### config.mk
export PLATFORM = sky130hd
export DESIGN_NAME = fpu_divs_iter_flat
export DESIGN_NICKNAME = d
export VERILOG_FILES = /design/src/rtl/fpu_divs_iter_if.sv /design/src/rtl/fpu_divs_iter.sv /design/src/flat_wrapper.sv
export SDC_FILE = /design/constraint.sdc
export NUM_CORES = 1
export LEC_CHECK = 0
export BUFFER_PORTS_ARGS = -buffer_cell sky130_fd_sc_hd__buf_4
export CELL_PAD_IN_SITES_DETAIL_PLACEMENT = 0
export CELL_PAD_IN_SITES_GLOBAL_PLACEMENT = 2
export CORE_UTILIZATION = 40
export CTS_CLUSTER_DIAMETER = 30
export DETAILED_ROUTE_END_ITERATION = 12
export GPL_ROUTABILITY_DRIVEN = 1
export PLACE_DENSITY_LB_ADDON = 0.1
export SLEW_MARGIN = 10
export SYNTH_ARGS = -nofsm -noshare
export SYNTH_HDL_FRONTEND = slang
export SYNTH_SLANG_ARGS = --single-unit
### constraint.sdc
create_clock -name clk -period 15.9 [get_ports clk]
set_input_delay 1.59 -clock clk [delete_from_list [all_inputs] [get_ports clk]]
set_output_delay 1.59 -clock clk [all_outputs]
set_load 0.01 [all_outputs]
### src/rtl/fpu_divs_iter_if.sv
// Handshake/operand bundle for the iterative single-precision divider.
interface fpu_divs_iter_if;
  logic        start;
  logic [32:0] A;
  logic [32:0] B;
  logic [2:0]  rmode;
  logic [31:0] fpcsr;
  logic        busy;
  logic        done;
  logic [32:0] res;
  logic [10:0] raise;

  modport master (
    output start, A, B, rmode, fpcsr,
    input  busy, done, res, raise
  );

  modport slave (
    input  start, A, B, rmode, fpcsr,
    output busy, done, res, raise
  );
endinterface

### src/rtl/fpu_divs_iter.sv
// Iterative single-precision divider (res = A / B) for the 33-bit internal FP
// format: [32] exp MSB, [31] sign, [30:23] exp low, [22:0] fraction, bias 9'hff.
// Restoring radix-2, one quotient bit per cycle, start/busy/done handshake.
//
// fpcsr bits used : 0 clip_IEEE, 1 daz, 2 inv_flag
// raise bits      : 0 inv_excpt, 1 over_excpt, 2 under_excpt, 3 inexact_excpt,
//                   4 denor_consume, 5 denor_produce, 6 over_ieee,
//                   7 under_ieee, 8 inexact_ieee, 9 denor_ieee, 10 reserved
module fpu_divs_iter #(
  parameter int unsigned QBITS = 26
) (
  input logic            clk,
  input logic            rst,
  fpu_divs_iter_if.slave bus
);
  localparam int unsigned CSR_CLIP = 0;
  localparam int unsigned CSR_DAZ  = 1;
  localparam int unsigned CSR_INV  = 2;

  localparam int unsigned RS_INV          = 0;
  localparam int unsigned RS_OVER         = 1;
  localparam int unsigned RS_UNDER        = 2;
  localparam int unsigned RS_INEXACT      = 3;
  localparam int unsigned RS_OVER_IEEE    = 6;
  localparam int unsigned RS_UNDER_IEEE   = 7;
  localparam int unsigned RS_INEXACT_IEEE = 8;
  localparam int unsigned RS_DENOR_IEEE   = 9;

  localparam int unsigned CW = $clog2(QBITS);

  typedef enum logic [2:0] {IDLE, PREP, ITER, RND, FIN} state_t;

  state_t          state;
  logic            a_sign, b_sign;
  logic [8:0]      a_exp, b_exp;
  logic [2:0]      rmode_r;
  logic            clip_r, daz_r, inv_r;
  logic [10:0]     exp_r;
  logic [25:0]     rem;
  logic [23:0]     mb;
  logic [QBITS-1:0] q;
  logic [CW-1:0]   cnt;
  logic            busy_r, done_r;
  logic [32:0]     res_r;
  logic [10:0]     raise_r;

  logic            sign;
  logic            a_nan, a_inf, a_zero, b_nan, b_inf, b_zero;
  logic            sp_hit;
  logic [32:0]     sp_res;
  logic [10:0]     sp_raise;
  logic [25:0]     rem_sub, rem_next;
  logic            q_bit;
  logic [22:0]     frac_t, frac_r;
  logic            rnd, stk, inc, lossy;
  logic [23:0]     sum;
  logic [10:0]     e0, e1;
  logic [8:0]      limit;
  logic [32:0]     rn_res;
  logic [10:0]     rn_raise;
  logic            unused_csr;

  assign unused_csr = ^bus.fpcsr[31:3];

  assign bus.busy  = busy_r;
  assign bus.done  = done_r;
  assign bus.res   = res_r;
  assign bus.raise = raise_r;

  assign sign   = a_sign ^ b_sign;
  assign a_nan  = (a_exp == 9'h1ff);
  assign a_inf  = (a_exp == 9'h1fe);
  assign a_zero = (a_exp == 9'h000);
  assign b_nan  = (b_exp == 9'h1ff);
  assign b_inf  = (b_exp == 9'h1fe);
  assign b_zero = (b_exp == 9'h000);

  // One restoring step: subtract divisor when it fits, that decides the quotient bit.
  assign rem_sub  = rem - {2'b00, mb};
  assign q_bit    = (rem >= {2'b00, mb});
  assign rem_next = q_bit ? rem_sub : rem;

  // Special-operand results, decided in PREP from the captured exponents.
  always_comb begin
    sp_hit   = 1'b1;
    sp_res   = '0;
    sp_raise = '0;
    if (a_nan || b_nan || (a_zero && b_zero) || (a_inf && b_inf)) begin
      if (inv_r) begin
        sp_res           = {10'h3ff, 23'h000001};
        sp_raise[RS_INV] = 1'b1;
      end else begin
        sp_res = {10'h3ff, 23'h400001};
      end
    end else if (a_zero || b_inf) begin
      sp_res = {1'b0, sign, 31'd0};
    end else if (a_inf || b_zero) begin
      sp_res = {1'b1, sign, 8'hfe, 23'd0};
    end else begin
      sp_hit = 1'b0;
    end
  end

  // Normalise, round and range-limit the finished quotient.
  always_comb begin
    if (q[QBITS-1]) begin
      frac_t = q[24:2];
      rnd    = q[1];
      stk    = q[0] | (|rem);
      e0     = exp_r;
    end else begin
      frac_t = q[23:1];
      rnd    = q[0];
      stk    = |rem;
      e0     = exp_r - 11'd1;
    end
    case (rmode_r)
      3'd1:    inc = rnd;
      3'd2:    inc = rnd & (stk | frac_t[0]);
      3'd3:    inc = ~sign & rnd;
      3'd4:    inc = sign & rnd;
      3'd5:    inc = ~sign & (rnd | stk);
      3'd6:    inc = sign & (rnd | stk);
      default: inc = 1'b0;
    endcase
    sum = {1'b0, frac_t} + {23'd0, inc};
    if (sum[23]) begin
      frac_r = '0;
      e1     = e0 + 11'd1;
    end else begin
      frac_r = sum[22:0];
      e1     = e0;
    end
    limit    = clip_r ? 9'h17f : 9'h1fe;
    lossy    = rnd | stk;
    rn_res   = {e1[8], sign, e1[7:0], frac_r};
    rn_raise = '0;
    // Exponent is carried in 11 bits so huge quotients are never mistaken for negative ones.
    if (e1[10] || (e1 == 11'd0) || (daz_r && (e1 < 11'h081))) begin
      rn_res = {1'b0, sign, 31'd0};
      lossy  = 1'b1;
    end else if (e1 >= {2'b00, limit}) begin
      rn_res = {limit[8], sign, limit[7:0], 23'd0};
      lossy  = 1'b1;
      if (clip_r) begin
        rn_raise[RS_OVER_IEEE]  = ~sign;
        rn_raise[RS_UNDER_IEEE] = sign;
      end else begin
        rn_raise[RS_OVER]  = ~sign;
        rn_raise[RS_UNDER] = sign;
      end
    end else if (e1 < 11'h081) begin
      rn_raise[RS_DENOR_IEEE] = 1'b1;
    end
    rn_raise[RS_INEXACT]      = lossy;
    rn_raise[RS_INEXACT_IEEE] = lossy;
  end

  // Control FSM with registered handshake outputs and the divide datapath.
  // The first quotient bit is resolved in PREP (operands are already latched),
  // so ITER only runs QBITS-1 cycles and done lands 28 cycles after start.
  always_ff @(posedge clk) begin
    if (rst) begin
      state   <= IDLE;
      busy_r  <= 1'b0;
      done_r  <= 1'b0;
      res_r   <= '0;
      raise_r <= '0;
    end else begin
      case (state)
        IDLE: begin
          if (bus.start) begin
            a_sign  <= bus.A[31];
            a_exp   <= {bus.A[32], bus.A[30:23]};
            b_sign  <= bus.B[31];
            b_exp   <= {bus.B[32], bus.B[30:23]};
            rem     <= {2'b00, 1'b1, bus.A[22:0]};
            mb      <= {1'b1, bus.B[22:0]};
            rmode_r <= bus.rmode;
            clip_r  <= bus.fpcsr[CSR_CLIP];
            daz_r   <= bus.fpcsr[CSR_DAZ];
            inv_r   <= bus.fpcsr[CSR_INV];
            q       <= '0;
            cnt     <= CW'(QBITS - 1);
            busy_r  <= 1'b1;
            state   <= PREP;
          end
        end
        PREP: begin
          exp_r <= {2'b00, a_exp} - {2'b00, b_exp} + 11'h0ff;
          if (sp_hit) begin
            res_r   <= sp_res;
            raise_r <= sp_raise;
            done_r  <= 1'b1;
            state   <= FIN;
          end else begin
            q     <= {q[QBITS-2:0], q_bit};
            rem   <= rem_next << 1;
            cnt   <= cnt - 1'b1;
            state <= ITER;
          end
        end
        ITER: begin
          q   <= {q[QBITS-2:0], q_bit};
          rem <= rem_next << 1;
          cnt <= cnt - 1'b1;
          if (cnt == '0) state <= RND;
        end
        RND: begin
          res_r   <= rn_res;
          raise_r <= rn_raise;
          done_r  <= 1'b1;
          state   <= FIN;
        end
        FIN: begin
          done_r <= 1'b0;
          busy_r <= 1'b0;
          state  <= IDLE;
        end
        default: state <= IDLE;
      endcase
    end
  end
endmodule
### src/flat_wrapper.sv
// flat-port wrapper written by rule: the top's interface ports become plain ports
module fpu_divs_iter_flat 
#(
  parameter int unsigned QBITS = 26
)
  (clk, rst, bus_start, bus_A, bus_B, bus_rmode, bus_fpcsr, bus_busy, bus_done, bus_res, bus_raise);
  fpu_divs_iter_if bus_i ();
  input logic clk;
  input logic rst;
  input wire logic [$bits(bus_i.start)-1:0] bus_start;
  input wire logic [$bits(bus_i.A)-1:0] bus_A;
  input wire logic [$bits(bus_i.B)-1:0] bus_B;
  input wire logic [$bits(bus_i.rmode)-1:0] bus_rmode;
  input wire logic [$bits(bus_i.fpcsr)-1:0] bus_fpcsr;
  output wire logic [$bits(bus_i.busy)-1:0] bus_busy;
  output wire logic [$bits(bus_i.done)-1:0] bus_done;
  output wire logic [$bits(bus_i.res)-1:0] bus_res;
  output wire logic [$bits(bus_i.raise)-1:0] bus_raise;
  assign bus_i.start = bus_start;
  assign bus_i.A = bus_A;
  assign bus_i.B = bus_B;
  assign bus_i.rmode = bus_rmode;
  assign bus_i.fpcsr = bus_fpcsr;
  assign bus_busy = bus_i.busy;
  assign bus_done = bus_i.done;
  assign bus_res = bus_i.res;
  assign bus_raise = bus_i.raise;
  fpu_divs_iter #(.QBITS(QBITS)) u_core (.clk(clk), .rst(rst), .bus(bus_i));
endmodule
# Word-level counts from Yosys, hierarchy flattened
# Cells that the tools add are included.
# Widths: inputs -> output; s select.
# totals
ff_bits,166
latchBits,0
ram_bits,0
romBits,0
input_bits,104
output_inout_bits,46
elab_cells,136
n_memories,0
# classes
n_addsub,7
multipliers,0
div,0
order_cmp,3
n_eq_ne,18
shift,0
n_mux,52
n_bitwise,11
reduce_logical,27
# ops
cell,count
$mux 33,6
$pmux 26 s3,2
$mux 26,4
$mux 23,3
$pmux 33 s2,1
$eq 9x9->1 const B,4
$mux 11,3
$ge 26x24->1,1
$reduce_or 26->1,1
$mux 25,1
$sub 25x24->25,1
$add 23x1->24,1
$pmux 11 s2,1
$logic_not 9->1,2
$pmux 5 s3,1
$mux 1,14
$eq 3x2->1 const B,4
$eq 3x3->1 const B,4
$mux 2,6
$pmux 3 s4,1
$add 11x1->11 const B,1
$add 11x8->11 const B,1
$ge 11x9->1,1
$logic_not 11->1,1
26 further kinds,53

# Logic depth before layout (Yosys ltp)
# Gate-level depths: netlist of run 1.
# logic_depth
depth_word,13
ltp_mapped,24
depth_no_buf,21

# Least setup slack after synthesis of run 1
# Ideal clock, no wire load.
# synth_timing
kind,input -> register
from,input port rst
to,register u_core.cnt[0] (enable)
setup_time_ps,557
arrival_ps,6213
required_time_ps,15343
setup_slack_ps,9129
path_stages,3
path_buffers,2
cell_sequence,clkbuf_1 -> buf_1 -> a211oi_1
# synth_between
elab_chain_cells,2
# synth_rtl
item,line,text
from (decl),flat_wrapper.sv:9,input logic rst;
$not 1->1 (no source line),-,
$reduce_and 4->1 (no source line),-,
to (signal assigned),fpu_divs_iter.sv:184,cnt <= CW'(QBITS - 1);
to (signal assigned),fpu_divs_iter.sv:199,cnt <= cnt - 1'b1;
to (signal assigned),fpu_divs_iter.sv:206,cnt <= cnt - 1'b1;
to (decl),fpu_divs_iter.sv:42,logic [CW-1:0] cnt;
# Every way passes these cells.
# A chain may end at the register's enable or synchronous reset.

# Final worst setup path of run 1
# layout_timing
from,register u_core.b_sign
to,register u_core.res_r[6] (netlist: u_core.bus.res[6])
# layout_between
elab_chain_cells,11
elab_cells_between_ends,19
cone_classes,1 x add/sub; 2 x order compare; 6 x mux; 6 x bitwise; 4 x reduce/logical
# layout_rtl
item,line,text
from (decl),fpu_divs_iter.sv:34,"logic a_sign, b_sign;"
from (signal assigned),fpu_divs_iter.sv:175,b_sign <= bus.B[31];
$xor 1x1->1 *,fpu_divs_iter.sv:70,assign sign = a_sign ^ b_sign;
$not 1->1,"fpu_divs_iter.sv:120, fpu_divs_iter.sv:122",
"$and 1x1->1, on equally long branches","fpu_divs_iter.sv:122, fpu_divs_iter.sv:120",
$pmux 1 s6 *,fpu_divs_iter.sv:117,case (rmode_r)
$add 23x1->24 *,fpu_divs_iter.sv:126,"sum = {1'b0, frac_t} + {23'd0, inc};"
$mux 11,fpu_divs_iter.sv:127,if (sum[23]) begin
$lt 11x8->1 / $logic_not 11->1 (equally long branches),fpu_divs_iter.sv:139,if (e1[10] || (e1 == 11'd0) || (daz_r && (e1 < 11'h081))) begin
$logic_and 1x1->1 / $logic_or 1x1->1 (equally long branches),fpu_divs_iter.sv:139,
$logic_or 1x1->1,fpu_divs_iter.sv:139,
$mux 33 *,fpu_divs_iter.sv:139,
$pmux 33 s2 *,fpu_divs_iter.sv:170,case (state)
to (signal assigned),fpu_divs_iter.sv:192,res_r <= sp_res;
to (signal assigned),fpu_divs_iter.sv:210,res_r <= rn_res;
to (decl),fpu_divs_iter.sv:44,logic [32:0] res_r;
# Every way passes the cells marked *; elsewhere a longest branch is shown, timed or not.

==> results_dict.tcl, run 1 <==
set metrics [dict create \
    multi_input_area_sq_um 5082 \
    cts_buffers 17 \
    min_path_cells 2 \
    ir_drop_mv 0.05085 \
    fp.dieH_microns 159.6 \
    fin_skew_ns 0.01658 \
    layout_setup_ws_ns 10.34 \
    ys_ff_latch 162 \
    worst_slew_pin_slew_ns 1.143 \
    drtPass1Iterations 4 \
    cp_data_arrival_time_ns 5.92 \
    antenna_found_initial 0 \
    overflow 0 \
    grt_pass1_vias 7199 \
    p_int_uw 803.7 \
    drive_gt1_share_pct 18.18 \
    hold_viol 0 \
    critPathLaunch "u_core.b_sign$_DFFE_PP_" \
    pre_cts_slack_ns 10.32 \
    max-cap-violations 0 \
    synth_cells 988 \
    critical_path_class "reg -> reg" \
    slowest_delay_ns 0.65 \
    nFillCells 2312 \
    ff2ff_setup_slack_ns 10.34 \
    initial_core_util_pct 40.84 \
    path_cells "xor2_1, buf_4, nand2_1, a21oi_1, a21oi_1, nand2_1, a221oi_1, ha_1, nand4_1, nor4b_4, nand4_4, nor4_2, a2bb2o_1, a21oi_1, or2_2, inv_1, ha_1, o21ai_0, a2111oi_0, a221oi_2, and3b_4, a32o_1" \
    p_leak_nw 4.606 \
    core.rowCount 57 \
    drt-initial-drc-count 442 \
    track_usage_pct 19.05 \
    port_buffers 117 \
    crit_top_cell "a21oi_1" \
    timing.rr.start "u_core.b_sign$_DFFE_PP_" \
    h-tree-depth 4 \
    grt_pass1_wl_microns 38390 \
    area_growth_syn_to_layout_pct 17.06 \
    status "complete, no violations" \
    critical_path_required_ns 16.26 \
    fin_setup_tns_ns 0 \
    postCtsSetupBuffers 0 \
    setup_violations 0 \
    combPwrFrac_pct 18.7 \
    cts_sinks 162 \
    min_path_type "reg -> reg" \
    cts_tree "yes" \
    clkTransAtPathRegs_ns 0.07 \
    worstSetupEndpointType "register" \
    clk_latency_ns 0.43 \
    seq_power_share_pct 45.2 \
    ff_latch_area_sq_um 4414 \
    cts_buffer_depth 2 \
    cts_root_buf "clkbuf_16" \
    cts_resized 0 \
    synth_edf_count 117 \
    design.core.area_sq_um 24320 \
    clkPwrFrac_pct 36.0 \
    dpl-instance-area_sq_um 11050 \
    die_x_microns 159.6 \
    swShare_pct 28.55 \
    endpoint "u_core.bus.res[6]$_SDFFE_PP0P_" \
    design_area_sq_um 11630 \
    finalCritPeriodShare_pct 34.95 \
    numPlacedInstances 1392 \
    r2r_cells 22 \
    reg2reg_to "u_core.bus.res[6]$_SDFFE_PP0P_" \
    num_vias 7346 \
    fin_util_pct 47.81 \
    relSlewSlack_pct 23.71 \
    fmax_ghz 0.1800 \
    diodes 0 \
    vias_per_cell 5.159 \
    p_total_mw 1.125 \
    syn_area_sq_um 9933 \
    fin_crit_ns 5.556 \
    drc_errors 0 \
    async_reset_ff_share_pct 0 \
    ys.flop_type "edfxtp_1" \
    final-max-slew-violation-count 0 \
    hpwl_microns 17250 \
    ys_types 83 \
    gp_congestion 0.8108 \
    nets 1233 \
    critical_path_peak_fanout 22 \
    cpMaxStageDelayCell "a221oi_2" \
    design.die.area_sq_um 25470 \
    ios 150 \
    seq_area_frac_synth_pct 44.44 \
    ant_nets 0 \
    grt_max_degree 58 \
    holdBufCountCts 0 \
    fin_cells 1424 \
    post_drt_wl_per_cell_microns 16.43 \
    hold_ws_ns 0.4680 \
    p_sw_uw 321.1 \
    worstSetupStartpointType "register" \
    p_per_area_nw_per_um2 96.74 \
    ys_warn_count 0 \
    syn_area_per_cell_sq_um 10.05 \
    finalWirelength_microns 23400 \
    rsz0062_at_grt "no" \
]
[final cells by class]
cell class,count,share of cell area (%)
Timing Repair Buffer,125,8.071
Clock inverter,9,0.6026
Multi-Input combinational cell,724,43.71
Clock buffer,23,4.326
Inverter,57,1.840
Tap cell,324,3.486
Sequential cell,162,37.96
[state kept, by name, summed over array words and instances, names as in the netlist, 5 cells and up]
register          flops
u_core.bus.res       33
u_core.a_exp          9
u_core.b_exp          9
u_core.exp_r         11
u_core.q             26
u_core.rem           26
u_core.cnt            5
u_core.mb            23
u_core.bus.raise      7
[cell usage after synthesis (29+ instances only)]
| library cell | instances | area share (%) |
|---|---|---|
| nor2_1 | 53 | 2.0 |
| inv_1 | 57 | 2.2 |
| xor2_1 | 33 | 2.9 |
| and2_1 | 31 | 2.0 |
| edfxtp_1 | 117 | 35 |
| ha_1 | 40 | 5.0 |
| nand2_1 | 100 | 3.8 |
| dfxtp_1 | 45 | 9.1 |
| xnor2_1 | 55 | 4.8 |
| o21ai_0 | 58 | 2.9 |
| nand3_1 | 29 | 1.5 |
| a21oi_1 | 39 | 2.0 |
| mux2i_1 | 39 | 3.9 |
[worst max-delay path, delay by kind of cell, from the launching register on]
family | cells | cell delay [ns]
buffers and inverters | 2 | 0.28
xor gates and xnor gates | 1 | 0.16
AOI/OAI and AO/OA | 9 | 1.86
adders and majority gates | 2 | 0.50
DFF | 1 | 0.38
and+or+nand+nor | 8 | 2.28
[cells in the final DEF (no fill, tap or decap), drive strengths merged, types with 9 or more instances in the layout]
cell type	synthesis	layout
nor2b	9	9
nor4	11	11
dfxtp	45	45
ha	40	40
o21ai	59	59
nand3	29	29
and3	11	11
nand4	17	17
xor2	33	33
nor3	21	21
edfxtp	117	117
or4	9	9
xnor2	55	55
a21oi	39	39
clkbuf	27	23
o21a	10	10
a21o	13	13
a22o	21	21
nand2	100	100
buf	20	125
a211oi	20	20
nor2	53	53
inv	57	61
and2	35	35
mux2i	39	39
[power groups by stage]
stage | sequential, mW | clock, mW | combinational, mW
floorplan | 0.509 | 0 | 0.160
global placement | 0.518 | 0 | 0.212
detailed placement | 0.518 | 0 | 0.213
CTS | 0.509 | 0.418 | 0.214
global route | 0.513 | 0.434 | 0.237
finish | 0.509 | 0.405 | 0.210
[worst min-delay path by stage]
stage                                           startpoint                                to  slack (ns)
after floorplan           u_core.bus.raise[1]$_SDFFE_PP0P_  u_core.bus.raise[1]$_SDFFE_PP0P_        0.48
after global placement    u_core.bus.raise[9]$_SDFFE_PP0P_  u_core.bus.raise[9]$_SDFFE_PP0P_        0.45
after detailed placement  u_core.bus.raise[9]$_SDFFE_PP0P_  u_core.bus.raise[9]$_SDFFE_PP0P_        0.45
after CTS                 u_core.bus.raise[9]$_SDFFE_PP0P_  u_core.bus.raise[9]$_SDFFE_PP0P_        0.47
after global routing      u_core.bus.raise[9]$_SDFFE_PP0P_  u_core.bus.raise[9]$_SDFFE_PP0P_        0.49
final                     u_core.bus.raise[9]$_SDFFE_PP0P_  u_core.bus.raise[9]$_SDFFE_PP0P_        0.47
[layer usage]
| metal | up-vias | global-route usage [%] | wire length, microns |
|---|---|---|---|
| met5 | - | 0 | 0 |
| met4 | 0 | 5.201 | 308 |
| met3 | 21 | 3.673 | 795 |
| met2 | 132 | 29.67 | 10590 |
| met1 | 3399 | 26.90 | 11700 |
| li1 | 3794 | - | - |
[cell families after synthesis]
logic type	share of synthesized area, %
and+or+nand+nor	17.31
xor gates and xnor gates	7.759
other	0.03775
muxes	4.875
buffers and inverters	4.698
adders and majority gates	5.442
AOI/OAI and AO/OA	15.44
DFF	44.44
Power figures use the tool's default switching activity.
==> run 2, diff against run 1 <==
--- a/config.mk
+++ b/config.mk
@@ -8,7 +8,7 @@
 export BUFFER_PORTS_ARGS = -buffer_cell sky130_fd_sc_hd__buf_4
 export CELL_PAD_IN_SITES_DETAIL_PLACEMENT = 0
 export CELL_PAD_IN_SITES_GLOBAL_PLACEMENT = 2
-export CORE_UTILIZATION = 40
+export CORE_UTILIZATION = 33
 export CTS_CLUSTER_DIAMETER = 30
 export DETAILED_ROUTE_END_ITERATION = 12
 export GPL_ROUTABILITY_DRIVEN = 1
==> constraint.sdc (replaced) <==
create_clock -name clk -period 4.8 [get_ports clk]
set_input_delay 0.48 -clock clk [delete_from_list [all_inputs] [get_ports clk]]
set_output_delay 0.48 -clock clk [all_outputs]
set_load 0.01 [all_outputs]
==> results_dict.tcl, run 2 (synthesis results as in run 1) <==
set metrics [dict create \
    initial_core_util_pct 33.51 \
    hold_ws_ns 0.2191 \
    ant_nets 0 \
    drive_gt1_share_pct 21.61 \
    fmax_ghz 0.2136 \
    design.core.area_sq_um 29640 \
    critPathLaunch "u_core.a_sign$_DFFE_PP_" \
    antenna_found_initial 0 \
    core.rowCount 63 \
    finalCritPeriodShare_pct 97.53 \
    p_per_area_nw_per_um2 315.0 \
    holdBufCountCts 0 \
    largest_reg_flops 33 \
    relSlewSlack_pct 35.64 \
    layout_common_cells "buf_4 (149), edfxtp_1 (117), nand2_1 (98)" \
    cts_sinks 162 \
    min_path_type "in -> reg" \
    port_buffers 117 \
    ios 150 \
    grt_max_degree 58 \
    timing.rr.start "u_core.a_sign$_DFFE_PP_" \
    worst_slew_pin_slew_ns 0.9654 \
    rsz0062_at_grt "yes" \
    wl_met2_microns 11980 \
    min_from "bus_B[8]" \
    track_usage_pct 16.69 \
    overflow 0 \
    critical_path_class "reg -> reg" \
    critical_path_peak_fanout 8 \
    hpwl_microns 18680 \
    design.die.area_sq_um 30800 \
    critical_path_buf_inv_count 3 \
    clk_latency_ns 0.43 \
    fin_skew_ns 0.01020 \
    fin_crit_ns 4.681 \
    critical_path_required_ns 5.16 \
    cpMaxStageDelayCell "edfxtp_1" \
    vias_per_cell 4.935 \
    setup_violations 0 \
    max-cap-violations 0 \
    final-max-slew-violation-count 0 \
    topRoutingLayerUsed "met4" \
    cts_buffer_depth 2 \
    fin_util_pct 40.87 \
    grt_pass1_vias 7376 \
    hold_viol 0 \
    slowest_delay_ns 0.41 \
    nets 1262 \
    status "complete, no violations" \
    cts_buffers 17 \
    crit_top_cell "a21oi_2" \
    path_cells "xor2_2, buf_6, nor2_2, a21oi_2, a21oi_2, nand2_1, a221oi_2, ha_2, nand4_1, nor4b_4, nand4_4, nor4_4, nand2_2, and3_4, or2_4, inv_4, ha_4, o21ai_4, a2111oi_4, a221oi_4, buf_4, mux2_4, o22ai_2" \
    grt_pass1_wl_microns 40010 \
    drc_errors 0 \
    crit_family "simple AND/OR/NAND/NOR gates" \
    post_drt_wl_per_cell_microns 16.92 \
    drt-initial-drc-count 404 \
    die_x_microns 175.5 \
    cts_tree "yes" \
    h-tree-depth 4 \
    worstSetupEndpointType "register" \
    fin_cells 1519 \
    worstSetupStartpointType "register" \
    layout_commonest_cell "buf_4" \
    wl_met3_microns 793 \
    num_vias 7497 \
    p_leak_nw 4.794 \
    area_growth_syn_to_layout_pct 21.95 \
    drtPass1Iterations 6 \
    numPlacedInstances 1477 \
    finalWirelength_microns 25710 \
    fp.dieH_microns 175.5 \
    clkTransAtPathRegs_ns 0.07 \
    drt-met1-wl_microns 12680 \
    diodes 0 \
    cts_root_buf "clkbuf_16" \
    gp_congestion 0.7787 \
    p_total_mw 3.816 \
    cp_data_arrival_time_ns 5.05 \
    ir_drop_mv 0.2398 \
]
run 2: cell types whose count changed in the layout (fill, tap and decap cells not counted), sizes merged:
cell	previous run	this run
clkbuf	23	22
inv	61	60
clkinvlp	0	1
and3b	1	4
bufinv	0	1
buf	125	151
run 2: final timing paths:
kind / to / cells after the start / slack [ns]
max: u_core.bus.res[23]$_SDFFE_PP0P_ / 23 / 0.12
min: u_core.mb[8]$_DFFE_PP_ / 1 / 0.22
max reg2reg: u_core.bus.res[23]$_SDFFE_PP0P_ / 23 / 0.12
min reg2reg: u_core.bus.raise[6]$_SDFFE_PP0P_ / 2 / 0.47
run 2: per-layer routing:
layer / GRT usage, % / vias to the layer above
li1: - / 3853
met1: 23.10 / 3495
met2: 26.75 / 133
met3: 3.117 / 16
met4: 4.094 / 0
met5: 0 / -
run 2: repair_timing:
action	CTS	global route
pin swaps	1	13
cloned	0	3
hold endpoints to repair	0	0
buffers inserted	1	6
gates resized for setup	0	20
endpoints found under the setup margin	2	36
run 2: power breakdown:
part / switching [mW] / internal, mW / total [mW]
sequential: 0.0790 / 1.61 / 1.69
combinational: 0.410 / 0.323 / 0.733
clock: 0.604 / 0.792 / 1.40
total: 1.09 / 2.72 / 3.82
run 2: layout make-up:
class                      count  area [sq um]
clock inverter                10         96.34
inverter                      57         216.5
tap                          390         488.0
sequential                   162          4414
fill                        3013         17520
clock buffer                  22         495.5
timing repair buffer         151          1150
multi-input combinational    727          5254
run 2: stage by stage:
step	instance area (sq um)	setup slack [ns]	setup TNS, ns
CTS	11930	0.02411	0
finish	12110	0.1185	0
global placement	11330	0.08688	0
floorplan	10020	0.05428	0
global route	12110	-0.1222	-2.007
detailed placement	11330	-0.001661	-0.001661
==> run 3, diff against run 2 <==
--- a/config.mk
+++ b/config.mk
@@ -8,6 +8,7 @@
 export BUFFER_PORTS_ARGS = -buffer_cell sky130_fd_sc_hd__buf_4
 export CELL_PAD_IN_SITES_DETAIL_PLACEMENT = 0
 export CELL_PAD_IN_SITES_GLOBAL_PLACEMENT = 2
+export CORE_ASPECT_RATIO = 1.2
 export CORE_UTILIZATION = 33
 export CTS_CLUSTER_DIAMETER = 30
 export DETAILED_ROUTE_END_ITERATION = 12
==> results_dict.tcl, run 3 (synthesis results as in run 1) <==
set metrics [dict create \
    p_int_mw 2.654 \
    core.rowCount 69 \
    critical_path_class "reg -> reg" \
    cts_sinks 162 \
    swShare_pct 29.38 \
    fmax_ghz 0.2145 \
    p_leak_nw 4.782 \
    cts_buffers 17 \
    overflow 0 \
    cpMaxStageDelayCell "edfxtp_1" \
    design.core.area_sq_um 29610 \
    layout_commonest_cell "buf_4" \
    drtPass1Iterations 4 \
    combPwrFrac_pct 19.6 \
    max-cap-violations 0 \
    fin_skew_ns 0.01095 \
    layout_common_cells "buf_4 (151), edfxtp_1 (117), nand2_1 (99)" \
    die_x_microns 160.4 \
    rsz0062_at_grt "yes" \
    hold_ws_ns 0.2208 \
    ir_drop_mv 0.1840 \
    cts_buffer_depth 2 \
    worstSetupEndpointType "register" \
    diodes 0 \
    post_drt_wl_per_cell_microns 16.85 \
    cts_root_buf "clkbuf_16" \
    vias_per_cell 4.952 \
    path_cells "xor2_4, nand2_2, a21oi_1, a21oi_1, nand2_1, a221oi_2, ha_2, nand4_1, nor4b_4, nand4_4, nor4_4, buf_4, a2bb2o_4, and3_4, or2_4, inv_4, ha_4, o21ai_4, a2111oi_4, a221oi_4, buf_6, buf_4, and3_4, a221oi_2" \
    seq_power_share_pct 44.8 \
    final-max-slew-violation-count 0 \
    critical_path_required_ns 5.14 \
    ios 150 \
    finalCritPeriodShare_pct 97.13 \
    num_vias 7532 \
    cp_data_arrival_time_ns 5.00 \
    p_per_area_nw_per_um2 310.7 \
    clkPwrFrac_pct 35.5 \
    clkTransAtPathRegs_ns 0.07 \
    relSlewSlack_pct 22.49 \
    critical_path_peak_fanout 6 \
    grt_pass1_vias 7573 \
    worstSetupStartpointType "register" \
    setup_violations 0 \
    track_usage_pct 16.90 \
    p_sw_mw 1.104 \
    fp.dieH_microns 192.1 \
    hpwl_microns 18930 \
    design.die.area_sq_um 30800 \
    p_total_mw 3.758 \
    drive_gt1_share_pct 21.66 \
    slowest_delay_ns 0.46 \
    holdBufCountCts 0 \
    critical_path_buf_inv_count 4 \
    initial_core_util_pct 33.54 \
    port_buffers 117 \
    fin_crit_ns 4.662 \
    drt-initial-drc-count 281 \
    hold_viol 0 \
    ant_nets 0 \
    nFillCells 2962 \
    min_path_type "in -> reg" \
    antenna_found_initial 0 \
    h-tree-depth 4 \
    grt_max_degree 51 \
    worst_slew_pin_slew_ns 1.161 \
    drc_errors 0 \
    area_growth_syn_to_layout_pct 21.78 \
    crit_family "simple AND/OR/NAND/NOR gates" \
    status "complete, no violations" \
    largest_reg_flops 33 \
    clk_latency_ns 0.43 \
    nets 1264 \
    cts_tree "yes" \
    finalWirelength_microns 25620 \
    gp_congestion 0.7623 \
    grt_pass1_wl_microns 40670 \
]
-- run 3: cell count changes in the layout (fill, tap and decap cells not counted), sizes merged --
cell / delta
clkbuf: -3
bufinv: -1
buf: +2
inv: +7
clkinv: -2
clkinvlp: -1
-- run 3: final cells by class --
type                    count  area, sq um  share of cell area, %
clock buffers              19        464.2                  3.837
multi-input cells         727         5250                  43.40
well taps                 390        488.0                  4.034
flip-flops and latches    162         4414                  36.49
clock inverters            13        107.6                 0.8895
inverters                  57        216.5                  1.789
repair buffers            153         1156                  9.557
-- run 3: through the flow --
| step | cells | area (sq um) | TNS, ns | util, % | setup WS, ns |
|---|---|---|---|---|---|
| 2_1_floorplan | 990 | 10020 | 0 | - | 0.05428 |
| 5_1_grt | 1521 | 12100 | -4.951 | 40.85 | -0.2175 |
| 6_report | 1521 | 12100 | 0 | 40.85 | 0.1376 |
| 3_3_place_gp | 1477 | 11330 | 0 | 38.26 | 0.09464 |
| 4_1_cts | 1509 | 11910 | 0 | 40.22 | 0.09504 |
| 3_5_place_dp | 1477 | 11330 | 0 | 38.26 | 0.008176 |
-- run 3: layer usage --
layer / share of wire (%) / GRT usage (%)
met5: 0 / 0
met4: 1.7 / 4.799
met3: 2.7 / 2.786
met2: 50 / 29.65
met1: 46 / 21.28
-- run 3: path summary, 6_finish.rpt --
| check | endpoint | from | slack, ns | cells after the start |
|---|---|---|---|---|
| max | u_core.bus.raise[8]$_SDFFE_PP0P_ | u_core.a_sign$_DFFE_PP_ | 0.14 | 24 |
| min | u_core.mb[7]$_DFFE_PP_ | bus_B[7] | 0.22 | 1 |
| max reg2reg | u_core.bus.raise[8]$_SDFFE_PP0P_ | u_core.a_sign$_DFFE_PP_ | 0.14 | 24 |
| min reg2reg | u_core.bus.raise[9]$_SDFFE_PP0P_ | u_core.bus.raise[9]$_SDFFE_PP0P_ | 0.47 | 2 |
-- run 3: power by group through the flow --
stage	Clock, mW	Combinational, mW	Sequential [mW]
after floorplan	0	0.537	1.68
after global routing	1.43	0.832	1.70
after detailed placement	0	0.733	1.72
final	1.34	0.738	1.68
after global placement	0	0.735	1.72
after CTS	1.38	0.738	1.68
-- run 3: timing repair --
action	in CTS	in global routing
pin swaps	1	8
buffers inserted	0	9
gates cloned	0	3
gates resized for setup	1	17
setup endpoints to repair	1	34
